[config.mk]
export PLATFORM = sky130hd
export DESIGN_NAME = shiftscale_ctrl
export DESIGN_NICKNAME = d
export VERILOG_FILES = /design/src/rtl/shiftscale_ctrl.sv
export SDC_FILE = /design/constraint.sdc
export NUM_CORES = 1
export LEC_CHECK = 0
export CORE_UTILIZATION = 54
export CTS_BUF_LIST = sky130_fd_sc_hd__clkbuf_16
export DETAILED_ROUTE_END_ITERATION = 8
export PLACE_DENSITY = 0.82
export SYNTH_ARGS = -nofsm -noshare
export SYNTH_HDL_FRONTEND = slang
export SYNTH_SLANG_ARGS = --single-unit
[constraint.sdc]
create_clock -name clk -period 2.34 [get_ports clk]
set_input_delay 0.468 -clock clk [delete_from_list [all_inputs] [get_ports clk]]
set_output_delay 0.468 -clock clk [all_outputs]
set_load 0.05 [all_outputs]
[src/rtl/shiftscale_ctrl.sv]
`default_nettype none
// ============================================================================
//  Module   : shiftscale_ctrl
//  Purpose  : Raster-scans a square image, computes centre-minus-neighbour
//             operands for a shift-scale datapath and writes its results back.
//  Revision : 1.0  initial release
// ============================================================================
module shiftscale_ctrl #(
    parameter int  IMG_LOG2 = 4,
    localparam int AW       = 2 * IMG_LOG2
) (
    input  logic          clk,
    input  logic          rst,
    input  logic          start,
    output logic          busy,
    output logic          done,
    output logic          rd_en,
    output logic [AW-1:0] rd_addr,
    input  logic [7:0]    rd_data,
    output logic          wr_en,
    output logic [AW-1:0] wr_addr,
    output logic [7:0]    wr_data,
    output logic          ss_en,
    output logic [8:0]    ss_i1,
    output logic [8:0]    ss_i2,
    output logic [8:0]    ss_i3,
    output logic [8:0]    ss_i4,
    output logic [8:0]    ss_i5,
    input  logic [7:0]    ss_o
);

    typedef enum logic [2:0] {
        IDLE   = 3'd0,
        FETCH  = 3'd1,
        LAST   = 3'd2,
        ISSUE  = 3'd3,
        WRITE  = 3'd4,
        BORDER = 3'd5,
        DONE   = 3'd6
    } state_t;

    localparam logic [IMG_LOG2-1:0] C_COORD_MAX = '1;
    localparam logic [IMG_LOG2-1:0] C_ONE       = IMG_LOG2'(1);
    localparam logic [2:0]          C_PH_LAST   = 3'd4;

    state_t              state_q, state_d;
    logic [IMG_LOG2-1:0] x_q, x_d;
    logic [IMG_LOG2-1:0] y_q, y_d;
    logic [2:0]          phase_q, phase_d;
    logic [7:0]          c_q, c_d;
    logic [7:0]          n_q, n_d;
    logic [7:0]          s_q, s_d;
    logic [7:0]          w_q, w_d;
    logic [8:0]          ss_i1_q, ss_i1_d;
    logic [8:0]          ss_i2_q, ss_i2_d;
    logic [8:0]          ss_i3_q, ss_i3_d;
    logic [8:0]          ss_i4_q, ss_i4_d;
    logic [8:0]          ss_i5_q, ss_i5_d;

    logic                last_pix;
    logic [IMG_LOG2-1:0] nx;
    logic [IMG_LOG2-1:0] ny;
    logic                next_border;

    always_comb begin
        last_pix    = (x_q == C_COORD_MAX) && (y_q == C_COORD_MAX);
        nx          = (x_q == C_COORD_MAX) ? '0 : (x_q + C_ONE);
        ny          = (x_q == C_COORD_MAX) ? (y_q + C_ONE) : y_q;
        next_border = (nx == '0) || (nx == C_COORD_MAX) ||
                      (ny == '0) || (ny == C_COORD_MAX);
    end

    always_ff @(posedge clk) begin
        if (!rst) begin
            state_q <= IDLE;
            x_q     <= '0;
            y_q     <= '0;
            phase_q <= '0;
            c_q     <= '0;
            n_q     <= '0;
            s_q     <= '0;
            w_q     <= '0;
            ss_i1_q <= '0;
            ss_i2_q <= '0;
            ss_i3_q <= '0;
            ss_i4_q <= '0;
            ss_i5_q <= '0;
        end else begin
            state_q <= state_d;
            x_q     <= x_d;
            y_q     <= y_d;
            phase_q <= phase_d;
            c_q     <= c_d;
            n_q     <= n_d;
            s_q     <= s_d;
            w_q     <= w_d;
            ss_i1_q <= ss_i1_d;
            ss_i2_q <= ss_i2_d;
            ss_i3_q <= ss_i3_d;
            ss_i4_q <= ss_i4_d;
            ss_i5_q <= ss_i5_d;
        end
    end

    always_comb begin
        state_d = state_q;
        x_d     = x_q;
        y_d     = y_q;
        phase_d = phase_q;
        c_d     = c_q;
        n_d     = n_q;
        s_d     = s_q;
        w_d     = w_q;
        ss_i1_d = ss_i1_q;
        ss_i2_d = ss_i2_q;
        ss_i3_d = ss_i3_q;
        ss_i4_d = ss_i4_q;
        ss_i5_d = ss_i5_q;

        unique case (state_q)
            IDLE: begin
                if (start) begin
                    // Pixel (0,0) is always on the border.
                    state_d = BORDER;
                    x_d     = '0;
                    y_d     = '0;
                    phase_d = '0;
                end
            end
            FETCH: begin
                // Read data arrives one cycle behind its address.
                unique case (phase_q)
                    3'd1:    c_d = rd_data;
                    3'd2:    n_d = rd_data;
                    3'd3:    s_d = rd_data;
                    3'd4:    w_d = rd_data;
                    default: ;
                endcase
                phase_d = phase_q + 3'd1;
                if (phase_q == C_PH_LAST) begin
                    state_d = LAST;
                end
            end
            LAST: begin
                ss_i1_d = {1'b0, c_q} - {1'b0, n_q};
                ss_i2_d = {1'b0, c_q} - {1'b0, s_q};
                ss_i3_d = {1'b0, c_q} - {1'b0, w_q};
                ss_i4_d = {1'b0, c_q} - {1'b0, rd_data};
                ss_i5_d = '0;
                state_d = ISSUE;
            end
            ISSUE: begin
                state_d = WRITE;
            end
            WRITE, BORDER: begin
                phase_d = '0;
                if (last_pix) begin
                    state_d = DONE;
                    x_d     = '0;
                    y_d     = '0;
                end else begin
                    x_d     = nx;
                    y_d     = ny;
                    state_d = next_border ? BORDER : FETCH;
                end
            end
            DONE: begin
                state_d = IDLE;
            end
            default: begin
                state_d = IDLE;
            end
        endcase
    end

    always_comb begin
        busy    = (state_q != IDLE);
        done    = (state_q == DONE);
        rd_en   = (state_q == FETCH);
        ss_en   = (state_q == ISSUE);
        wr_en   = (state_q == WRITE) || (state_q == BORDER);
        wr_addr = {y_q, x_q};
        wr_data = (state_q == WRITE) ? ss_o : 8'h00;
        rd_addr = '0;
        if (state_q == FETCH) begin
            unique case (phase_q)
                3'd0:    rd_addr = {y_q, x_q};
                3'd1:    rd_addr = {y_q - C_ONE, x_q};
                3'd2:    rd_addr = {y_q + C_ONE, x_q};
                3'd3:    rd_addr = {y_q, x_q - C_ONE};
                3'd4:    rd_addr = {y_q, x_q + C_ONE};
                default: rd_addr = '0;
            endcase
        end
    end

    assign ss_i1 = ss_i1_q;
    assign ss_i2 = ss_i2_q;
    assign ss_i3 = ss_i3_q;
    assign ss_i4 = ss_i4_q;
    assign ss_i5 = ss_i5_q;

endmodule
`default_nettype wire

==> impl_metrics.tcl, run 1 <==
set metrics [dict create \
    placement.io_buffers 83 \
    worstPathMaxFanout 5 \
    clkTransAtPathRegs_ns 0.06 \
    timing.final.hold_violations 0 \
    maximum_root_to_sink_buffer_count 2 \
    net-switching-power_mw 1.492 \
    finalSetupViolCount 1 \
    commonest_non_fill_non_tap_cell_in_the_layout "sky130_fd_sc_hd__dfxtp_1" \
    area.growth.synth_to_final_pct 32.44 \
    stdcell_area_um2 7054 \
    clock_tree_from_tritoncts "done" \
    start_util_pct 56.57 \
    syn-instance-count 659 \
    detailedRoute.firstPassIterationCount 7 \
    grt_overflow_total 0 \
    wire_per_inst_um 16.47 \
    share_seq_of_total_power_pct 34.5 \
    ant_nets 0 \
    fin_setup_tns_ns -0.006010 \
    met2_usage_in_global_routing_pct 50.92 \
    synth_edf_count 0 \
    part_of_the_cycle_the_worst_path_needs_pct 100.3 \
    clock_latency_ns 0.34 \
    crit_arrival_ns 1.88 \
    drt_first_iter_violations 222 \
    report.power.total_mw 4.413 \
    slowest_delay_ns 0.38 \
    clk_root_buffer_cell "sky130_fd_sc_hd__clkbuf_16" \
    worst_ir_drop_vdd_mv 0.4182 \
    switching_share_pct 33.82 \
    drt_total_wl_um 14580 \
    number_of_pins_with_negative_max_slew_slack_in_the_final_report 0 \
    grt_use_total_pct 29.07 \
    antennaDiodeCount 0 \
    dpl.cell_count 869 \
    min_path_type "flip-flop to flip-flop" \
    design.final.nets 817 \
    violations_in_the_final_reports "negative setup slack" \
    power.density_nw_per_um2 625.5 \
    global_route_layer_with_the_greatest_usage "met2" \
    via_count_of_the_first_global_routing_pass 4928 \
    most-common-layout-cells "sky130_fd_sc_hd__dfxtp_1 (74), sky130_fd_sc_hd__nand2_1 (63), sky130_fd_sc_hd__clkdlybuf4s50_1 (61)" \
    synth_area_leader_cell "sky130_fd_sc_hd__dfxtp_1" \
    grt.met3_usage_pct 4.969 \
    power.share.combinational_pct 31.5 \
    achievable-frequency_mhz 426.3 \
    vias_per_cell 5.814 \
    crit_path_cell_trace "ha_4 -> ha_4 -> or2_4 -> a221oi_2 -> a211oi_4 -> buf_12" \
    ctsHoldBuffers 0 \
    syn_area_per_cell_um2 8.082 \
    power_leakage_nw 2.759 \
    worst_clock_skew_ns 0.005240 \
    grt_use_met1_pct 33.97 \
    synth_flop_cell "sky130_fd_sc_hd__dfxtp_1" \
    endpoint_required_time_on_the_critical_path_ns 1.87 \
    status "finished, violations left" \
    dpl_worst_slack_ns -0.1738 \
    final_core_util_pct 74.92 \
    worstSetupEndpointType "primary output" \
    drive_gt1_share_pct 16.14 \
    grt_setup_unrepaired "true" \
    finish.cell_count_without_fillers 885 \
    vias 5145 \
    internal_power_mw 2.920 \
    cap_violations 0 \
    grt_antenna_before_repair 0 \
    max_slew.worst_pin.slew_ns 0.5412 \
    timing.final.crit_period_ns 2.346 \
    synth_top_cell_area_share_pct 30.82 \
    synth_async_sr_flop_share_pct 0 \
    yosysWarnings 0 \
    whs_ns 0.4634 \
    die_width_um 101.3 \
    rows 35 \
    syn-cell-area_um2 5326 \
    worst-setup-path-type "flip-flop to primary output" \
    worst_path_most_repeated_cell "sky130_fd_sc_hd__ha_4" \
    number_of_buffers_created_by_cts 9 \
    post-route-drc-count 0 \
    cts.htree.levels 3 \
    leading_post_synthesis_cells_by_cell_area "sky130_fd_sc_hd__dfxtp_1 (31%), sky130_fd_sc_hd__ha_1 (9.9%), sky130_fd_sc_hd__nand2_1 (4.4%), sky130_fd_sc_hd__a21boi_0 (4.2%), sky130_fd_sc_hd__nor2b_1 (3.9%)" \
    floorplan.die.height_um 101.3 \
    total_die_area_um2 10260 \
    detailed_place_hpwl_um 10370 \
    core_region_area_um2 9415 \
    grt_max_degree 48 \
    worst_slack_ns -0.006010 \
    grt_pass1_wl_um 23230 \
    synth.lib_cells_used.distinct 57 \
    cp_slowest_cell "sky130_fd_sc_hd__dfxtp_4" \
    startpoint_type "flip-flop" \
    seq_cells_post_synth 82 \
    slew-limit-headroom_pct 63.81 \
    placed_cell_area_um2 6553 \
    clock_power_share_pct 34.0 \
    ios 93 \
    place_congestion 0.8566 \
    yosysSeqAreaShare_pct 30.82 \
    clock_sink_count 82 \
]
## routing by layer
| metal | up-vias | part of all wire [%] |
|---|---|---|
| li1 | 2480 | - |
| met1 | 2454 | 42 |
| met2 | 178 | 50 |
| met3 | 33 | 5.0 |
| met4 | 0 | 3.0 |
| met5 | - | 0 |
## logic make-up (layout without fill, tap and decap cells)
family,Yosys count,count (layout),synth area share [%]
AO/OA/AOI/OAI,155,155,19.80
adder cells (fa/ha/maj),46,46,11.37
other,1,9,0.07040
multiplexers,12,12,2.255
buffers and inverters,86,175,7.799
XOR/XNOR,6,6,0.9866
AND/OR/NAND/NOR,271,271,26.90
flip-flops,82,82,30.82
## power groups by stage
stage          clock, mW  sequential, mW  combinational [mW]
2_1_floorplan          0            1.61               0.793
4_1_cts             1.52            1.52                1.34
5_1_grt             1.59            1.53                1.47
6_report            1.50            1.52                1.39
3_5_place_dp           0            1.54                1.29
3_3_place_gp           0            1.54                1.26
## path summary, 6_finish.rpt
check | end | cells after the start | slack (ns) | start
setup / recovery | rd_addr[7] | 6 | -0.006 | phase_q[0]
hold / removal | ss_i1[8] | 2 | 0.46 | ss_i1[8]
setup reg to reg | ss_i2[8] | 9 | 0.14 | c_q[0]
hold reg to reg | ss_i1[8] | 2 | 0.46 | ss_i1[8]
## state kept, by name (all words and copies together), names as in the netlist
signal	flops
ss_i1	9
ss_i2	9
ss_i3	9
ss_i4	9
c_q	8
n_q	8
s_q	8
w_q	8
x_q	4
y_q	4
phase_q	3
state_q	3
## what timing repair did
item	4_1_cts	5_1_grt
gates resized for setup	29	23
pin swaps	7	6
setup endpoints to repair	7	15
buffers inserted	1	0
## Yosys cell counts, types with 7 or more instances
master                     instances
sky130_fd_sc_hd__o211a_1          10
sky130_fd_sc_hd__buf_2             8
sky130_fd_sc_hd__nor2b_1          33
sky130_fd_sc_hd__mux2i_1          12
sky130_fd_sc_hd__ha_1             42
sky130_fd_sc_hd__dfxtp_1          82
sky130_fd_sc_hd__o21ai_0          33
sky130_fd_sc_hd__nand4_1           8
sky130_fd_sc_hd__and2_1           21
sky130_fd_sc_hd__a211oi_1          8
sky130_fd_sc_hd__nor2_1           42
sky130_fd_sc_hd__nand3_1          40
sky130_fd_sc_hd__buf_4            20
sky130_fd_sc_hd__clkbuf_1         16
sky130_fd_sc_hd__or3_1            11
sky130_fd_sc_hd__nand3b_1          9
sky130_fd_sc_hd__o22ai_1           7
sky130_fd_sc_hd__a21boi_0         30
sky130_fd_sc_hd__nand2b_1         10
sky130_fd_sc_hd__nand2_1          63
sky130_fd_sc_hd__nor3_1           11
sky130_fd_sc_hd__a21oi_1          23
sky130_fd_sc_hd__inv_1            40
## critical path, delay by kind of cell (launching register included)
kind	cells	cell delay, ns
and+or+nand+nor	1	0.28
adders and majority gates	2	0.32
buffers and inverters	1	0.16
DFF	1	0.38
AOI/OAI and AO/OA	2	0.40
## final cells by class
type,count,area [µm²]
flip-flops and latches,82,1659
clock inverters,6,83.83
inverters,41,161.4
well taps,129,161.4
repair buffers,119,1271
fillers,674,2361
clock buffers,9,225.2
multi-input cells,499,3492
No activity file was read; power rests on OpenSTA's default activity.
==> inputs of run 2 (changes only) <==
==> constraint.sdc (replaced) <==
create_clock -name clk -period 2.34 [get_ports clk]
set_input_delay 0.234 -clock clk [delete_from_list [all_inputs] [get_ports clk]]
set_output_delay 0.234 -clock clk [all_outputs]
set_load 0.05 [all_outputs]
==> run 2 against run 1 <==
  * The flow now finishes without violations
  * Utilization decreased by 4.7 points
  * First-iteration DRC count decreased by 5.0%
  * Worst setup slack improved by 0.074 ns
  * Highest routed layer unchanged
  * Critical path depth unchanged
  * Cell count decreased by 1.2%
  * Sequential cell count unchanged
  * Wire length decreased by 8.4%
  * Sequential share of layout area increased by 1.4 points
==> impl_metrics.tcl, run 2 (same netlist as run 1, synthesis figures left out) <==
set metrics [dict create \
    total_die_area_um2 10260 \
    post-route-drc-count 0 \
    status "finished clean" \
    placement.io_buffers 83 \
    clock_sink_count 82 \
    drive_gt1_share_pct 10.60 \
    commonest_non_fill_non_tap_cell_in_the_layout "sky130_fd_sc_hd__dfxtp_1" \
    wire_per_inst_um 15.28 \
    postCtsSetupBuffers 0 \
    vias_per_cell 5.776 \
    via_count_of_the_first_global_routing_pass 4827 \
    critical-path-top-delay-family "compound AO/OA/AOI/OAI gates" \
    maximum_root_to_sink_buffer_count 2 \
    ios 93 \
    number_of_buffers_created_by_cts 9 \
    ctsHoldBuffers 0 \
    worstSetupEndpointType "primary output" \
    die_width_um 101.3 \
    rows 35 \
    endpoint_required_time_on_the_critical_path_ns 2.11 \
    achievable-frequency_mhz 440.1 \
    worst_ir_drop_vdd_mv 0.5051 \
    drt_first_iter_violations 211 \
    design.final.nets 805 \
    stdcell_area_um2 6609 \
    clock_tree_from_tritoncts "done" \
    startpoint_type "flip-flop" \
    slew-limit-headroom_pct 51.36 \
    grt_pass1_wl_um 22140 \
    place_congestion 0.9086 \
    max_slew.worst_pin.slew_ns 0.7278 \
    min_path_type "input pin to flip-flop" \
    worst_clock_skew_ns 0.006636 \
    worstPathMaxFanout 5 \
    grt_max_degree 38 \
    worstPathBufferInverterCount 1 \
    crit_arrival_ns 2.04 \
    fin_setup_tns_ns 0 \
    floorplan.die.height_um 101.3 \
    cap_violations 0 \
    dpl.cell_count 858 \
    grt_setup_unrepaired "false" \
    area.growth.synth_to_final_pct 24.08 \
    vias 5048 \
    grt_overflow_total 0 \
    timing.final.hold_violations 0 \
    power_leakage_nw 2.633 \
    core_region_area_um2 9415 \
    clock_latency_ns 0.34 \
    grt_use_total_pct 27.32 \
    power.density_nw_per_um2 620.9 \
    cts.htree.levels 3 \
    worst_path_most_repeated_cell "sky130_fd_sc_hd__ha_1" \
    antennaDiodeCount 0 \
    grt_antenna_before_repair 0 \
    number_of_pins_with_negative_max_slew_slack_in_the_final_report 0 \
    placed_cell_area_um2 6304 \
    ant_nets 0 \
    detailedRoute.firstPassIterationCount 5 \
    finalSetupViolCount 0 \
    timing.final.crit_period_ns 2.272 \
    clk_root_buffer_cell "sky130_fd_sc_hd__clkbuf_16" \
    drt_total_wl_um 13350 \
    whs_ns 0.4369 \
    clkTransAtPathRegs_ns 0.06 \
    start_util_pct 56.57 \
    most-common-layout-cells "sky130_fd_sc_hd__dfxtp_1 (79), sky130_fd_sc_hd__nand2_1 (63), sky130_fd_sc_hd__clkdlybuf4s50_1 (63)" \
    cp_slowest_cell "sky130_fd_sc_hd__dfxtp_2" \
    worst-setup-path-type "flip-flop to primary output" \
    slowest_delay_ns 0.34 \
    part_of_the_cycle_the_worst_path_needs_pct 97.09 \
    crit_path_cell_trace "ha_1 -> ha_1 -> or2_2 -> a221oi_1 -> a211oi_2 -> buf_12" \
    detailed_place_hpwl_um 10020 \
    finish.cell_count_without_fillers 874 \
    report.power.total_mw 4.104 \
]
[run 2: cell count changes in the layout (fill, tap and decap cells not counted), sizes merged]
cell and change:
clkinvlp +1, clkdlybuf4s50 +2, buf -14, clkinv +2, bufinv -1, inv -1
[run 2: final timing paths]
path	start	end	slack [ns]	cells past startpoint
max	phase_q[0]	rd_addr[7]	0.07	6
min	rst	ss_i3[7]	0.44	3
max reg2reg	c_q[0]	ss_i2[6]	0.21	8
min reg2reg	n_q[5]	n_q[5]	0.47	2
[run 2: layer usage]
metal	track usage, %	vias up	share of wire (%)
li1	-	2461	-
met1	31.34	2339	42
met2	49.08	212	49
met3	4.555	36	5.7
met4	13.60	0	3.1
met5	0	-	0
[run 2: cell type report]
| type | count | area (µm²) |
|---|---|---|
| clock buffer | 9 | 225.2 |
| tap | 129 | 161.4 |
| inverter | 41 | 153.9 |
| sequential | 82 | 1648 |
| multi-input combinational | 499 | 3332 |
| clock inverter | 7 | 62.56 |
| fill | 756 | 2806 |
| timing repair buffer | 107 | 1026 |
[run 2: repair_timing]
action / 4_1_cts / 5_1_grt
gates resized for setup: 2 / 5
setup endpoints to repair: 1 / 8
hold endpoints to repair: 0 / 0
[run 2: where the power goes]
group	internal, mW	switching, mW
logic	0.434	0.765
clock network	0.815	0.577
registers	1.45	0.0627
total	2.70	1.40
[run 2: through the flow]
stage	utilization, %	setup WS, ns
after floorplan	-	0.01184
after global placement	66.95	0.1192
after detailed placement	66.95	0.1151
after CTS	70.09	0.02511
after global routing	70.19	0.004487
final	70.19	0.06801
[run 2: worst register-to-register path, cell delays in order (launching register included)]
cell and delay [ns]:
sky130_fd_sc_hd__dfxtp_1 0.33, sky130_fd_sc_hd__inv_1 0.09, sky130_fd_sc_hd__ha_1 0.24, sky130_fd_sc_hd__fa_1 0.43, sky130_fd_sc_hd__nand2b_1 0.17, sky130_fd_sc_hd__a21oi_1 0.29
sky130_fd_sc_hd__o22ai_1 0.14, sky130_fd_sc_hd__mux2i_1 0.14, sky130_fd_sc_hd__a31o_2 0.21
==> inputs of run 3 (changes only) <==
--- a/config.mk
+++ b/config.mk
@@ -5,6 +5,7 @@
 export SDC_FILE = /design/constraint.sdc
 export NUM_CORES = 1
 export LEC_CHECK = 0
+export CORE_MARGIN = 4
 export CORE_UTILIZATION = 54
 export CTS_BUF_LIST = sky130_fd_sc_hd__clkbuf_16
 export DETAILED_ROUTE_END_ITERATION = 8
==> run 3 against run 2 <==
  * Cell count down 0.34%
  * Non-clock buffer count decreased by 2
  * Die area is 12% higher
  * Clock power grew 19%
  * Worst setup slack better by 0.0069 ns
  * Critical endpoint is now rd_addr[5]
  * Largest cell class unchanged
==> impl_metrics.tcl, run 3 (same netlist as run 1, synthesis figures left out) <==
set metrics [dict create \
    post-route-drc-count 0 \
    core_region_area_um2 9415 \
    die_width_um 107.3 \
    worst_clock_skew_ns 0.01248 \
    worstSetupEndpointType "primary output" \
    finalSetupViolCount 0 \
    clock_latency_ns 0.35 \
    cts.htree.levels 3 \
    cap_violations 0 \
    detailed_place_hpwl_um 10170 \
    crit_arrival_ns 2.03 \
    via_count_of_the_first_global_routing_pass 4720 \
    total_die_area_um2 11520 \
    postCtsSetupBuffers 0 \
    design.final.nets 803 \
    grt_pass1_wl_um 22730 \
    power.density_nw_per_um2 656.1 \
    place_congestion 0.8517 \
    power_leakage_nw 2.648 \
    multi_input_comb_area_um2 3349 \
    min_path_type "input pin to flip-flop" \
    report.power.total_mw 4.373 \
    part_of_the_cycle_the_worst_path_needs_pct 96.80 \
    worst_path_most_repeated_cell "sky130_fd_sc_hd__ha_1" \
    net-switching-power_mw 1.440 \
    grt_antenna_before_repair 0 \
    grt_use_total_pct 24.18 \
    crit_path_cell_trace "ha_1 -> ha_1 -> or2_2 -> a221oi_2 -> nor2_1 -> buf_12" \
    grt_max_degree 89 \
    share_seq_of_total_power_pct 34.6 \
    antennaDiodeCount 0 \
    internal_power_mw 2.933 \
    ant_nets 0 \
    switching_share_pct 32.94 \
    worstPathMaxFanout 5 \
    clkTransAtPathRegs_ns 0.07 \
    commonest_non_fill_non_tap_cell_in_the_layout "sky130_fd_sc_hd__dfxtp_1" \
    ios 93 \
    grt_setup_unrepaired "true" \
    vias 5036 \
    worst_slack_ns 0.07492 \
    drive_gt1_share_pct 11.19 \
    vias_per_cell 5.782 \
    worst-setup-path-type "flip-flop to primary output" \
    dpl_worst_slack_ns 0.04856 \
    clk_root_buffer_cell "sky130_fd_sc_hd__clkbuf_16" \
    number_of_buffers_created_by_cts 9 \
    most-common-layout-cells "sky130_fd_sc_hd__dfxtp_1 (78), sky130_fd_sc_hd__nand2_1 (63), sky130_fd_sc_hd__clkdlybuf4s50_1 (63)" \
    timing.final.hold_violations 0 \
    clock_power_share_pct 37.6 \
    power.share.combinational_pct 27.8 \
    endpoint_required_time_on_the_critical_path_ns 2.11 \
    achievable-frequency_mhz 441.5 \
    rows 35 \
    timing.final.crit_period_ns 2.265 \
    cp_slowest_cell "sky130_fd_sc_hd__dfxtp_2" \
    startpoint_type "flip-flop" \
    status "finished clean" \
    wire_per_inst_um 15.78 \
    floorplan.die.height_um 107.3 \
    area.growth.synth_to_final_pct 25.14 \
    detailedRoute.firstPassIterationCount 5 \
    grt_overflow_total 0 \
    number_of_pins_with_negative_max_slew_slack_in_the_final_report 0 \
    seq_area_um2 1649 \
    max_slew.worst_pin.slew_ns 0.6902 \
    slew-limit-headroom_pct 53.98 \
    drt_first_iter_violations 294 \
    clock_tree_from_tritoncts "done" \
    slowest_delay_ns 0.34 \
    maximum_root_to_sink_buffer_count 2 \
    worst_ir_drop_vdd_mv 0.4483 \
    n_fill_cell 721 \
    clock_sink_count 82 \
    drt_total_wl_um 13750 \
    start_util_pct 56.57 \
    placement.io_buffers 83 \
]
## run 3: cell types whose count changed in the layout (fill, tap and decap cells not counted), moves of 2 or more
cell / change
sky130_fd_sc_hd__buf_4: -2
sky130_fd_sc_hd__clkinv_2: -2
sky130_fd_sc_hd__a221oi_1: -2
sky130_fd_sc_hd__inv_1: -2
sky130_fd_sc_hd__bufinv_16: +2
sky130_fd_sc_hd__a221oi_2: +2
## run 3: layer usage
layer	global-route usage, %	wire length (µm)	up-vias
met4	9.680	316	0
met1	29.78	5755	2365
met2	41.82	6826	186
met3	4.079	847	26
li1	-	-	2459
met5	0	0	-
## run 3: worst max-delay path, delay by kind of cell (launching register included)
family,cells,cell delay (ns)
buf+inv,1,0.16
simple gates,2,0.46
flops,1,0.34
compound gates,1,0.33
fa+ha+maj,2,0.40
## run 3: worst paths after layout
kind | start | to | slack (ns) | cells after the start
setup / recovery | phase_q[0] | rd_addr[5] | 0.07 | 6
hold / removal | rst | w_q[6] | 0.31 | 2
setup reg to reg | c_q[0] | ss_i2[6] | 0.22 | 8
hold reg to reg | s_q[2] | s_q[2] | 0.47 | 2
## run 3: per-stage QoR
stage | util, % | TNS [ns] | cells | cell area [µm²] | hold slack [ns]
floorplan | - | 0 | 667 | 5380 | 0.3789
finish | 70.79 | 0 | 871 | 6665 | 0.3056
global route | 70.79 | -0.006668 | 871 | 6665 | 0.3232
detailed placement | 66.79 | 0 | 856 | 6289 | 0.4582
CTS | 70.49 | 0 | 871 | 6636 | 0.2962
global placement | 66.79 | 0 | 856 | 6289 | 0.4505
## run 3: final cells by class
class | count | share of cell area (%)
multi-input combinational | 499 | 50.25
sequential | 82 | 24.74
timing repair buffer | 105 | 15.17
clock buffer | 9 | 3.379
tap | 129 | 2.422
inverter | 41 | 2.309
clock inverter | 6 | 1.727
## run 3: power by group through the flow
stage | Clock, mW | Sequential (mW) | Combinational [mW]
4_1_cts | 1.66 | 1.51 | 1.20
3_5_place_dp | 0 | 1.54 | 1.19
2_1_floorplan | 0 | 1.61 | 0.771
6_report | 1.65 | 1.51 | 1.21
3_3_place_gp | 0 | 1.54 | 1.15
5_1_grt | 1.72 | 1.52 | 1.31
## run 3: timing repair
| action | in CTS | in global routing |
|---|---|---|
| gates resized for setup | 2 | 10 |
| hold buffers | 0 | 0 |
| endpoints found under the setup margin | 2 | 7 |
| pin swaps | 0 | 1 |
